==> src/rtl/ctrl_pipe_if.sv <==
// Handshake bundle between instruction fetch and the control pipeline.
// The fetch side is the master; ctrl_pipe is the slave.
interface ctrl_pipe_if #(
    parameter int STAGES = 3
) ();
    logic [15:0]           inst;
    logic                  inst_valid;
    logic                  flush;
    logic                  stall;
    logic                  mul_busy;
    logic [16*STAGES-1:0]  ctrl_out;
    logic [12*STAGES-1:0]  regs_out;
    logic [STAGES-1:0]     valid_out;

    modport master (
        output inst, inst_valid, flush,
        input  stall, mul_busy, ctrl_out, regs_out, valid_out
    );

    modport slave (
        input  inst, inst_valid, flush,
        output stall, mul_busy, ctrl_out, regs_out, valid_out
    );
endinterface

==> src/rtl/ctrl_pipe.sv <==
// Instruction decoder feeding a STAGES-deep control pipeline.
// Stage 0 is combinational; it also generates RAW/multiply stalls and honours flush.
module ctrl_pipe #(
    parameter int STAGES     = 3,
    parameter int MUL_CYCLES = 4,
    parameter bit HAZARD_EN  = 1'b1
) (
    input logic        clk,
    input logic        rst_n,
    ctrl_pipe_if.slave bus
);
    localparam int CW = (MUL_CYCLES > 1) ? $clog2(MUL_CYCLES) : 1;

    logic [15:0] inst;
    logic [3:0]  op;
    logic [15:0] ctrl_dec;
    logic [15:0] ctrl0;
    logic [11:0] regs0;
    logic        valid0;
    logic        hazard;
    logic        mul_busy;
    logic        load_mul;
    logic [CW-1:0] cnt;

    logic [STAGES-1:1][15:0] ctrl_q;
    logic [STAGES-1:1][11:0] regs_q;
    logic [STAGES-1:1]       valid_q;

    assign inst = bus.inst;
    assign op   = inst[15:12];

    always_comb begin
        ctrl_dec = 16'h0000;
        unique case (op)
            4'd0, 4'd1, 4'd3, 4'd4, 4'd5, 4'd13, 4'd14: begin
                ctrl_dec[1] = 1'b1;
                ctrl_dec[2] = 1'b1;
                ctrl_dec[8] = 1'b1;
            end
            4'd2, 4'd6, 4'd7, 4'd8, 4'd9, 4'd10: begin
                ctrl_dec[1]   = 1'b1;
                ctrl_dec[2]   = 1'b1;
                ctrl_dec[4:3] = 2'b10;
                ctrl_dec[8]   = 1'b1;
            end
            4'd11: begin
                ctrl_dec[1]   = 1'b1;
                ctrl_dec[2]   = 1'b1;
                ctrl_dec[4:3] = 2'b10;
                ctrl_dec[7:6] = 2'b10;
            end
            4'd12: begin
                ctrl_dec[0]   = 1'b1;
                ctrl_dec[1]   = 1'b1;
                ctrl_dec[7:6] = 2'b01;
            end
            default: begin
                ctrl_dec[2]  = 1'b1;
                ctrl_dec[8]  = 1'b1;
                ctrl_dec[10] = 1'b1;
            end
        endcase
        ctrl_dec[14:11] = op;
        // An all-zero instruction is a true nop, not an op-0 register write.
        if (inst == 16'h0000) begin
            ctrl_dec = 16'h0000;
        end
    end

    assign valid0 = bus.inst_valid & ~bus.flush;
    assign ctrl0  = valid0 ? ctrl_dec   : 16'h0000;
    assign regs0  = valid0 ? inst[11:0] : 12'h000;

    always_comb begin
        hazard = 1'b0;
        if (HAZARD_EN && valid0) begin
            for (int j = 1; j < STAGES; j++) begin
                if (valid_q[j] && ctrl_q[j][8] && (regs_q[j][11:8] != 4'd0) &&
                    ((regs_q[j][11:8] == inst[7:4]) || (regs_q[j][11:8] == inst[3:0]))) begin
                    hazard = 1'b1;
                end
            end
        end
    end

    assign mul_busy = (cnt != '0);
    assign load_mul = valid0 & ctrl_dec[10] & ~mul_busy & ~hazard;

    always_ff @(posedge clk or negedge rst_n) begin
        if (!rst_n) begin
            ctrl_q  <= '0;
            regs_q  <= '0;
            valid_q <= '0;
            cnt     <= '0;
        end else begin
            if (bus.flush) begin
                ctrl_q[1]  <= 16'h0000;
                regs_q[1]  <= 12'h000;
                valid_q[1] <= 1'b0;
            end else if (mul_busy) begin
                ctrl_q[1]  <= ctrl_q[1];
                regs_q[1]  <= regs_q[1];
                valid_q[1] <= valid_q[1];
            end else if (hazard) begin
                ctrl_q[1]  <= 16'h0000;
                regs_q[1]  <= 12'h000;
                valid_q[1] <= 1'b0;
            end else begin
                ctrl_q[1]  <= ctrl0;
                regs_q[1]  <= regs0;
                valid_q[1] <= valid0;
            end

            // Stage 2 is the only downstream stage affected by flush or a mul hold.
            for (int k = 2; k < STAGES; k++) begin
                if ((k == 2) && (bus.flush || mul_busy)) begin
                    ctrl_q[k]  <= 16'h0000;
                    regs_q[k]  <= 12'h000;
                    valid_q[k] <= 1'b0;
                end else begin
                    ctrl_q[k]  <= ctrl_q[k-1];
                    regs_q[k]  <= regs_q[k-1];
                    valid_q[k] <= valid_q[k-1];
                end
            end

            if (bus.flush) begin
                cnt <= '0;
            end else if (load_mul) begin
                cnt <= CW'(MUL_CYCLES - 1);
            end else if (mul_busy) begin
                cnt <= cnt - 1'b1;
            end
        end
    end

    assign bus.mul_busy  = mul_busy;
    assign bus.stall     = (hazard | mul_busy) & ~bus.flush;
    assign bus.ctrl_out  = {ctrl_q, ctrl0};
    assign bus.regs_out  = {regs_q, regs0};
    assign bus.valid_out = {valid_q, valid0};
endmodule

==> src/flat_wrapper.sv <==
// flat-port wrapper written by rule: the top's interface ports become plain ports
module ctrl_pipe_flat 
#(
    parameter int STAGES     = 3,
    parameter int MUL_CYCLES = 4,
    parameter bit HAZARD_EN  = 1'b1
)
  (clk, rst_n, bus_inst, bus_inst_valid, bus_flush, bus_stall, bus_mul_busy, bus_ctrl_out, bus_regs_out, bus_valid_out);
  ctrl_pipe_if #(.STAGES(STAGES)) bus_i ();
  input logic clk;
  input logic rst_n;
  input wire logic [$bits(bus_i.inst)-1:0] bus_inst;
  input wire logic [$bits(bus_i.inst_valid)-1:0] bus_inst_valid;
  input wire logic [$bits(bus_i.flush)-1:0] bus_flush;
  output wire logic [$bits(bus_i.stall)-1:0] bus_stall;
  output wire logic [$bits(bus_i.mul_busy)-1:0] bus_mul_busy;
  output wire logic [$bits(bus_i.ctrl_out)-1:0] bus_ctrl_out;
  output wire logic [$bits(bus_i.regs_out)-1:0] bus_regs_out;
  output wire logic [$bits(bus_i.valid_out)-1:0] bus_valid_out;
  assign bus_i.inst = bus_inst;
  assign bus_i.inst_valid = bus_inst_valid;
  assign bus_i.flush = bus_flush;
  assign bus_stall = bus_i.stall;
  assign bus_mul_busy = bus_i.mul_busy;
  assign bus_ctrl_out = bus_i.ctrl_out;
  assign bus_regs_out = bus_i.regs_out;
  assign bus_valid_out = bus_i.valid_out;
  ctrl_pipe #(.STAGES(STAGES), .MUL_CYCLES(MUL_CYCLES), .HAZARD_EN(HAZARD_EN)) u_core (.clk(clk), .rst_n(rst_n), .bus(bus_i));
endmodule
==> config.mk <==
export PLATFORM = sky130hd
export DESIGN_NAME = ctrl_pipe_flat
export DESIGN_NICKNAME = d
export VERILOG_FILES = /design/src/rtl/ctrl_pipe_if.sv /design/src/rtl/ctrl_pipe.sv /design/src/flat_wrapper.sv
export SDC_FILE = /design/constraint.sdc
export NUM_CORES = 1
export LEC_CHECK = 0
export ABC_AREA = 1
export ABC_CLOCK_PERIOD_IN_PS = 3610
export BUFFER_PORTS_ARGS = -buffer_cell sky130_fd_sc_hd__buf_2
export CAP_MARGIN = 25
export CORE_AREA = 2 2 75 77
export DETAILED_ROUTE_END_ITERATION = 16
export DIE_AREA = 0 0 77 79
export PLACE_DENSITY = 0.82
export SYNTH_ARGS = -nofsm -noshare
export SYNTH_HDL_FRONTEND = slang
export SYNTH_SLANG_ARGS = --single-unit
==> constraint.sdc <==
create_clock -name clk -period 3.61 [get_ports clk]
set_input_delay 0.722 -clock clk [delete_from_list [all_inputs] [get_ports clk]]
set_output_delay 0.722 -clock clk [all_outputs]
set_load 0.01 [all_outputs]
---- Yosys cells after proc, flatten, opt, wreduce, memory -nomap -nowiden ----
Cells that the tools add are included.
word-level totals
  output and inout bits ................... 89
  input bits .............................. 20
  register bits ........................... 60
cells by class
  reductions and logical operators ........ 18
  muxes and demuxes ....................... 28
  equal/unequal tests ..................... 19
  bitwise operators ....................... 9
  $add $sub $neg .......................... 1
operator list
  operator              count
  $mux W16              4
  $mux W12              5
  $mux W15              2
  $eq A4 B4 Y1 const B  7
  $eq A4 B3 Y1 const B  4
  $eq A4 B4 Y1          4
  $logic_not A16 Y1     1
  $reduce_or A15 Y1     1
  $mux W1               12
  $eq A4 B2 Y1 const B  2
  $mux W2               4
  $reduce_bool A4 Y1    2
  $reduce_or A7 Y1      1
  $logic_and A1 B1 Y1   6
  $and A1 B1 Y1         5
  $eq A4 B1 Y1 const B  1
  $logic_not A4 Y1      1
  $pmux W2 S2           1
  $logic_or A1 B1 Y1    3
  $not A1 Y1            3
  $reduce_bool A3 Y1    1
  $ne A2 B2 Y1 const B  1
  $reduce_bool A2 Y1    1
  $reduce_or A2 Y1      1
  other kinds (2)       2

---- Longest topological paths before layout ----
Gate-level depths: netlist of run 1.
  depth after elaboration ................. 10
  mapped depth ............................ 11

---- Least setup slack after synthesis of run 1 ----
Ideal clock, no wire load.
  path kind ............................... input-to-output
  start ................................... input bus_inst[1]
  end ..................................... output bus_stall
  slack ................................... 1451 ps
  cell stages on the path ................. 10
  arrival ................................. 1437 ps
  cells stage by stage .................... inv_1 > nand2_1 > nand2_1 > nor2_1 > nand2_1 > nand2_1 > nand2_2 > nand2_4 > nand2_2 > nand2_1
on the way
  word-level cells in the longest chain between the ends .. 8
  elaborated cells between the ends (all ways) .. 11
  those cells by class .................... 2 x eq/ne; 3 x mux; 2 x bitwise; 4 x reduce/logical
RTL lines
  item                 line                text
  start, declared      flat_wrapper.sv:12  input wire logic [$bits(bus_i.inst)-1:0] bus_inst;
  $eq A4 B4 Y1         ctrl_pipe.sv:79     ((regs_q[j][11:8] == inst[7:4]) || (regs_q[j][11:8] == inst[3:0]))) begin
  $logic_or A1 B1 Y1   ctrl_pipe.sv:79
  $logic_and A1 B1 Y1  ctrl_pipe.sv:78     if (valid_q[j] && ctrl_q[j][8] && (regs_q[j][11:8] != 4'd0) &&
  $mux W1              ctrl_pipe.sv:78
  $mux W1 *            ctrl_pipe.sv:78
  $mux W1 *            ctrl_pipe.sv:76     if (HAZARD_EN && valid0) begin
  $or A1 B1 Y1 *       ctrl_pipe.sv:138    assign bus.stall = (hazard | mul_busy) & ~bus.flush;
  $and A1 B1 Y1 *      ctrl_pipe.sv:138
  end, declared        flat_wrapper.sv:15  output wire logic [$bits(bus_i.stall)-1:0] bus_stall;
Mark *: on every way between the ends. The rest lies on a longest branch, timed or not.

---- Worst setup path in the final report of run 1 ----
  start ................................... input bus_flush
  end ..................................... output bus_ctrl_out[8]
on the way
  word-level cells in the longest chain between the ends .. 3
RTL lines
  item             line                text
  start, declared  flat_wrapper.sv:14  input wire logic [$bits(bus_i.flush)-1:0] bus_flush;
  $not A1 Y1       ctrl_pipe.sv:70     assign valid0 = bus.inst_valid & ~bus.flush;
  $and A1 B1 Y1    ctrl_pipe.sv:70
  $mux W15         ctrl_pipe.sv:71     assign ctrl0 = valid0 ? ctrl_dec : 16'h0000;
  end, declared    flat_wrapper.sv:17  output wire logic [$bits(bus_i.ctrl_out)-1:0] bus_ctrl_out;
No other way between the ends.

==> key figures, run 1 <==
Run status
  • Outcome: completed

Synthesis
  • Area of the mapped netlist: 0.00257 mm2
  • Yosys top cell by area: dfrtp_1
  • Async SR Flop Fraction: 100%
  • Yosys reg bits: 52
  • Post-synth top area share: roughly 50%
  • Top post-synthesis cells by area: dfrtp_1, nand2_1, nor2_1
  • Cells after Synth: 311
  • Sequential area share after synthesis: 50.7%
  • Synthesized area per cell: roughly 8.3 um2
  • Main synth FF type: dfrtp_1
  • Synth cell types: 29
  • EDFF count, synth: 0
  • Yosys warns: 0

STA
  • Hold_ws: around 0.35 ns
  • Clock Skews: between 0.009 and 0.01 ns
  • Final Cycle Share: around three quarters
  • Max-slew violations: 0
  • Worst slew margin: 61.8%
  • Max Freq: between 300 and 400 MHz
  • Final setup vio count: 0
  • Final Hold Viols: 0
  • Slew @ Worst Pin: ~0.57 ns
  • RSZ-0062 raised after global routing: false
  • Final TNS setup: 0 ns
  • Crit path time final: 2.64 ns

Floorplan
  • Initial core utilization: 48.1%
  • Row Count: 27
  • Die Area: 0.00608 mm2
  • Die X: ~77 um
  • Total core area: 0.00534 mm2
  • # IOs: approximately 110
  • Die Span Y: 79 um

Global routing
  • Vias in the first global route: ~2000
  • First-pass GRT wire length: between 9000 and 10000 um
  • Largest net degree at the start of global routing: 35
  • Initial antenna violation count: 0
  • Grt total ovfl: 0
  • Gr usage total: between 20% and 30%

Power
  • Maximum vdd drop: ~0.35 mV
  • Pwr dens: ~460 mW/mm2
  • Switching pwr: 0.509 mW
  • Net Sw Frac: between 30% and 40%
  • Reg power frac: 48.0%
  • Clock power frac: between 20% and 30%
  • Logic pwr share: ~30%
  • Leakage: ~1.9 nW
  • Final Power: 1.43 mW
  • Internal power: between 0.9 and 1 mW

Clock network
  • Cts bufs inserted: 5
  • Cts repair resizes: 0
  • Root buffer cell: clkbuf_8
  • CTS tree: yes
  • CTS sink cnt: 52
  • Clock Latency Late Sink: 0.30 ns
  • CTS max path bufs: 2
  • Worst-path clk slew: around 0.080 ns
  • H-tree levels: 2
  • Setup bufs post-CTS: 0
  • Post-CTS Hold Fix Bufs: 0

Placement
  • Number of port buffers: between 90 and 100
  • Final GP Congestion: between 0.8 and 0.9
  • HPWL after DPL: approximately 4700 um

Critical path
  • Required @ worst endpoint: a little under 3 ns
  • CP endpoint kind: output port
  • Critical setup path kind: input pin to output port
  • Startpoint types: input pin
  • Crit path from: bus_flush
  • Worst-path maximum fanout: 23
  • WP data arrival: roughly 1.9 ns
  • Reg-to-reg critical path startpoint: u_core.bus.regs_out[23]

Finish
  • Fillcell total: 520
  • Most frequent cells in the layout: buf_2, nand2_1, nor2_1
  • FF+latch area: 0.00130 mm2
  • Multi-input logic area: about 970 um2
  • Final Net Count: 427
  • Ant diodes: 0
  • Area Growth Syn to Fin: 22.2%
  • Ratio of cells with drive above 1 in the final layout: between 30% and 40%
  • Final core occ: 58.8%
  • Most common cell after layout, fill and taps aside: buf_2

Job
  • MaxCap Viol Count: 0

Detailed routing
  • Drt first pass iters: 4
  • First DRT Iteration DRCs: 112
  • Vias: ~2200
  • Final antenna-violating net count: 0
  • Wire length per cell: between 10 and 15 um
  • Final wirelength: around 6000 um
  • Drc violations: 0
  • Via density: around 4.6

Worst hold path
  • HP Class: input pin to async pin
[cell families after synthesis]
family | Yosys count | share of synthesized area (%)
AO/OA/AOI/OAI | 27 | 8.67
XOR/XNOR | 4 | 1.36
adder cells (fa/ha/maj) | 1 | 0.487
buffers and inverters | 74 | 13.3
flip-flops | 52 | 50.7
other | 1 | 0.146
AND/OR/NAND/NOR | 152 | 25.4
[registers in the layout, indices dropped and copies added (netlist names)]
| name | count |
|---|---|
| u_core.bus.ctrl_out | 24 |
| u_core.bus.regs_out | 24 |
| u_core.cnt | 2 |
| u_core.valid_q | 2 |
[layout make-up]
class,instances,area share (%)
inverters,54,6.46
clock buffers,6,2.31
repair buffers,97,15.9
multi-input cells,196,30.8
well taps,72,2.87
flip-flops and latches,52,41.5
clock inverters,1,0.159
[worst paths after layout]
check | endpoint | slack [ns] | depth (start not counted)
setup / recovery | bus_ctrl_out[8] | 0.97 | 9
hold reg to reg | u_core.cnt[1] | 0.52 | 2
hold / removal | u_core.bus.ctrl_out[34] | 0.35 | 1
min in group clk | u_core.cnt[1] | 0.52 | 2
max in group asynchronous | u_core.bus.regs_out[34] | 2.75 | 2
setup reg to reg | u_core.bus.regs_out[13] | 1.96 | 9
[Yosys cell counts (5+ instances only)]
master and n:
nand3_1 6, buf_4 13, nor2_1 63, nand2_2 5
o21ai_0 5, buf_2 6, inv_1 45, dfrtp_1 52
inv_2 8, nand2_1 66, o22ai_2 9
[stage by stage]
stage | setup slack, ns | area [um2] | instances
after floorplan | 1.45 | 2610 | 322
after global placement | 1.11 | 3040 | 470
after detailed placement | 0.993 | 3060 | 471
after CTS | 0.985 | 3140 | 478
after global routing | 0.821 | 3140 | 478
final | 0.971 | 3140 | 478
[power groups by stage]
| stage | clock [mW] | sequential [mW] | combinational, mW |
|---|---|---|---|
| 6_report | 0.303 | 0.686 | 0.442 |
| 5_1_grt | 0.341 | 0.696 | 0.494 |
| 4_1_cts | 0.311 | 0.686 | 0.445 |
| 3_5_place_dp | 0 | 0.697 | 0.445 |
| 3_3_place_gp | 0 | 0.696 | 0.430 |
| 2_1_floorplan | 0 | 0.720 | 0.279 |
[critical path: stages]
cell and delay [ns]:
buf_2 0.14, inv_1 0.06, nand2_2 0.33, inv_1 0.16
nand2_1 0.15, nor2_2 0.06, nand2_1 0.06, clkinv_1 0.08
buf_2 0.15
[routing by layer]
metal	track usage, %	wire length [um]
met5	0	0
met4	8.21	158
met3	4.55	339
met2	33.9	2980
met1	26.5	2490
Power figures use the tool's default switching activity.
==> run 2: changes to the inputs <==
--- a/config.mk
+++ b/config.mk
@@ -6,13 +6,13 @@
 export NUM_CORES = 1
 export LEC_CHECK = 0
 export ABC_AREA = 1
-export ABC_CLOCK_PERIOD_IN_PS = 3610
+export ABC_CLOCK_PERIOD_IN_PS = 2200
 export BUFFER_PORTS_ARGS = -buffer_cell sky130_fd_sc_hd__buf_2
 export CAP_MARGIN = 25
-export CORE_AREA = 2 2 75 77
+export CORE_AREA = 2 2 81 83
 export DETAILED_ROUTE_END_ITERATION = 16
-export DIE_AREA = 0 0 77 79
-export PLACE_DENSITY = 0.82
+export DIE_AREA = 0 0 83 85
+export PLACE_DENSITY = 0.74
 export SYNTH_ARGS = -nofsm -noshare
 export SYNTH_HDL_FRONTEND = slang
 export SYNTH_SLANG_ARGS = --single-unit
==> constraint.sdc (replaced) <==
create_clock -name clk -period 2.2 [get_ports clk]
set_input_delay 0.44 -clock clk [delete_from_list [all_inputs] [get_ports clk]]
set_output_delay 0.44 -clock clk [all_outputs]
set_load 0.01 [all_outputs]
==> run 2 against run 1 <==
Global-route usage down 2.7 points. Wire length grew 6.8%. Hold slack got worse by 0.24 ns. Worst setup slack got worse by 0.89 ns. Register-to-register slack lost 1.4 ns. Sequential power rose by 63%. Core utilization decreased by 7.0 points. Clock skew decreased by 0.0013 ns. Final area grew 2.4%. First-iteration DRC count down 8.0%. Non-clock buffer count is 7 higher. Critical endpoint is now bus_stall. Largest cell class unchanged.
==> key figures, run 2 (synthesis gave the netlist of run 1 again) <==
Detailed routing
  • Drt first pass iters: 4 (unchanged)
  • Final wirelength: 6370 um (+6.8%)
  • Drc violations: 0 (unchanged)
  • Wire length per cell: 13.0 um (+4.0%)
  • Final antenna-violating net count: 0 (unchanged)
  • First DRT Iteration DRCs: 103 (-8.0%)
  • Vias: 2288 (+3.2%)
  • Via density: 4.66 (+0.42%)

Critical path
  • Worst-path maximum fanout: 4 (-83%)
  • CP endpoint kind: output port
  • Required @ worst endpoint: 1.76 ns (-1.13 ns)
  • Critical setup path kind: flop to output port
  • Startpoint types: flop
  • WP data arrival: 1.68 ns (-0.24 ns)

Clock network
  • CTS tree: yes
  • CTS sink cnt: 52 (unchanged)
  • Root buffer cell: clkbuf_8
  • H-tree levels: 2 (unchanged)
  • Clock Latency Late Sink: 0.30 ns (about the same)
  • Worst-path clk slew: 0.09 ns (about the same)
  • Post-CTS Hold Fix Bufs: 0 (unchanged)
  • CTS max path bufs: 2 (unchanged)
  • Cts repair resizes: 0 (unchanged)
  • Cts bufs inserted: 5 (unchanged)

Finish
  • Ratio of cells with drive above 1 in the final layout: 34.5% (+1.3 points)
  • Area Growth Syn to Fin: 25.1%
  • Post-route insts no fill: 491 (+2.7%)
  • Ant diodes: 0 (unchanged)
  • Final Net Count: 434 (+1.6%)
  • Most common cell after layout, fill and taps aside: buf_2
  • Most frequent cells in the layout: buf_2, nand2_1, nor2_1

Floorplan
  • Die Span Y: 85 um (+7.6%)
  • Row Count: 29 (+7.4%)
  • # IOs: 109 (unchanged)
  • Total core area: 0.00620 mm2 (+16%)
  • Initial core utilization: 41.4% (-6.7 points)
  • Die X: 83 um (+7.8%)
  • Die Area: 0.00706 mm2 (+16%)

Global routing
  • Grt total ovfl: 0 (unchanged)
  • Largest net degree at the start of global routing: 30 (-14%)
  • Initial antenna violation count: 0 (unchanged)
  • M1 GR Usage: 22.5% (-4.0 points)
  • Gr usage total: 17.9% (-2.7 points)
  • First-pass GRT wire length: 10200 um (+3.2%)
  • Vias in the first global route: 2144 (+4.3%)
  • GRT met3 Usage: 3.89% (-0.65 points)
  • Grt peak-use layer: met2
  • GR Layer Usage met2: 30.8% (-3.1 points)

STA
  • Slew @ Worst Pin: 0.541 ns (-0.0313 ns)
  • Final Cycle Share: roughly 96%
  • Worst slew margin: 63.9% (+2.1 points)
  • Crit path time final: about 2.1 ns
  • Clock Skews: 0.00850 ns (-0.00130 ns)
  • Final Hold Viols: 0 (unchanged)
  • Final worst slack: 0.0828 ns (-0.889 ns)
  • Hold_ws: 0.110 ns (-0.236 ns)
  • Max-slew violations: 0 (unchanged)
  • Max Freq: roughly 470 MHz
  • Final setup vio count: 0 (unchanged)

Job
  • MaxCap Viol Count: 0 (unchanged)

Power
  • Maximum vdd drop: 0.427 mV (+21%)
  • Leakage: 1.90 nW (+2.0%)
  • Pwr dens: 758 mW/mm2 (+66%)

Placement
  • Final GP Congestion: 0.850 (-4.3%)
  • Number of port buffers: 96 (unchanged)
  • Cells after DPL: 478 (+1.5%)
  • DP Worst Slack: 0.259 ns (-0.734 ns)
  • HPWL after DPL: 4860 um (+3.6%)

Worst hold path
  • HP Class: input pin to async pin

Run status
  • Outcome: completed
[run 2: layout make-up]
class | count | area [um2]
clock buffer | 7 | 86.3
clock inverter | 1 | 7.51
fill | 603 | 2990
tap | 77 | 96.3
sequential | 52 | 1300
inverter | 54 | 203
multi-input combinational | 196 | 967
timing repair buffer | 104 | 553
[run 2: through the flow]
stage	power, mW	cell area, um2	setup TNS [ns]	util (%)
finish	2.44	3210	0	51.8
global placement	1.87	3080	0	49.7
CTS	2.45	3180	0	51.2
detailed placement	1.89	3080	0	49.7
global route	2.59	3210	-0.00534	51.8
floorplan	1.64	2610	0	-
[run 2: power by group]
group	switching [mW]	total, mW	internal [mW]
combinational	0.503	0.756	0.253
sequential	0.0621	1.12	1.06
clock	0.304	0.560	0.256
[run 2: metal layers]
layer / vias to the layer above / routed length, um
met5: - / 0
met4: 0 / 79
met3: 9 / 427
met2: 88 / 3250
met1: 1073 / 2610
li1: 1118 / -
[run 2: path summary, 6_finish.rpt]
| kind | startpoint | endpoint | slack, ns | cells after the start |
|---|---|---|---|---|
| setup / recovery | u_core.bus.regs_out[23] | bus_stall | 0.08 | 11 |
| hold / removal | rst_n | u_core.bus.ctrl_out[43] | 0.11 | 1 |
| setup reg to reg | u_core.bus.regs_out[22] | u_core.bus.regs_out[13] | 0.53 | 10 |
| hold reg to reg | u_core.bus.ctrl_out[26] | u_core.bus.ctrl_out[42] | 0.53 | 2 |
| max in group asynchronous | rst_n | u_core.bus.ctrl_out[38] | 1.54 | 2 |
| min in group clk | bus_inst[4] | u_core.bus.regs_out[16] | 0.45 | 3 |
[run 2: worst max-delay path: stages, from the launching register on]
cell and delay, ns:
dfrtp_1 0.42, buf_4 0.15, nand2_1 0.05, nand2_1 0.05, nor2_1 0.10, nand2_1 0.07, nand2_1 0.07, nand2_2 0.08
nand2_4 0.11, nand2_2 0.08, nand2_1 0.07, buf_2 0.13
[run 2: repair_timing]
action	CTS	global route
endpoints found under the hold margin	0	0
setup endpoints to repair	0	1
setup buffers	0	5
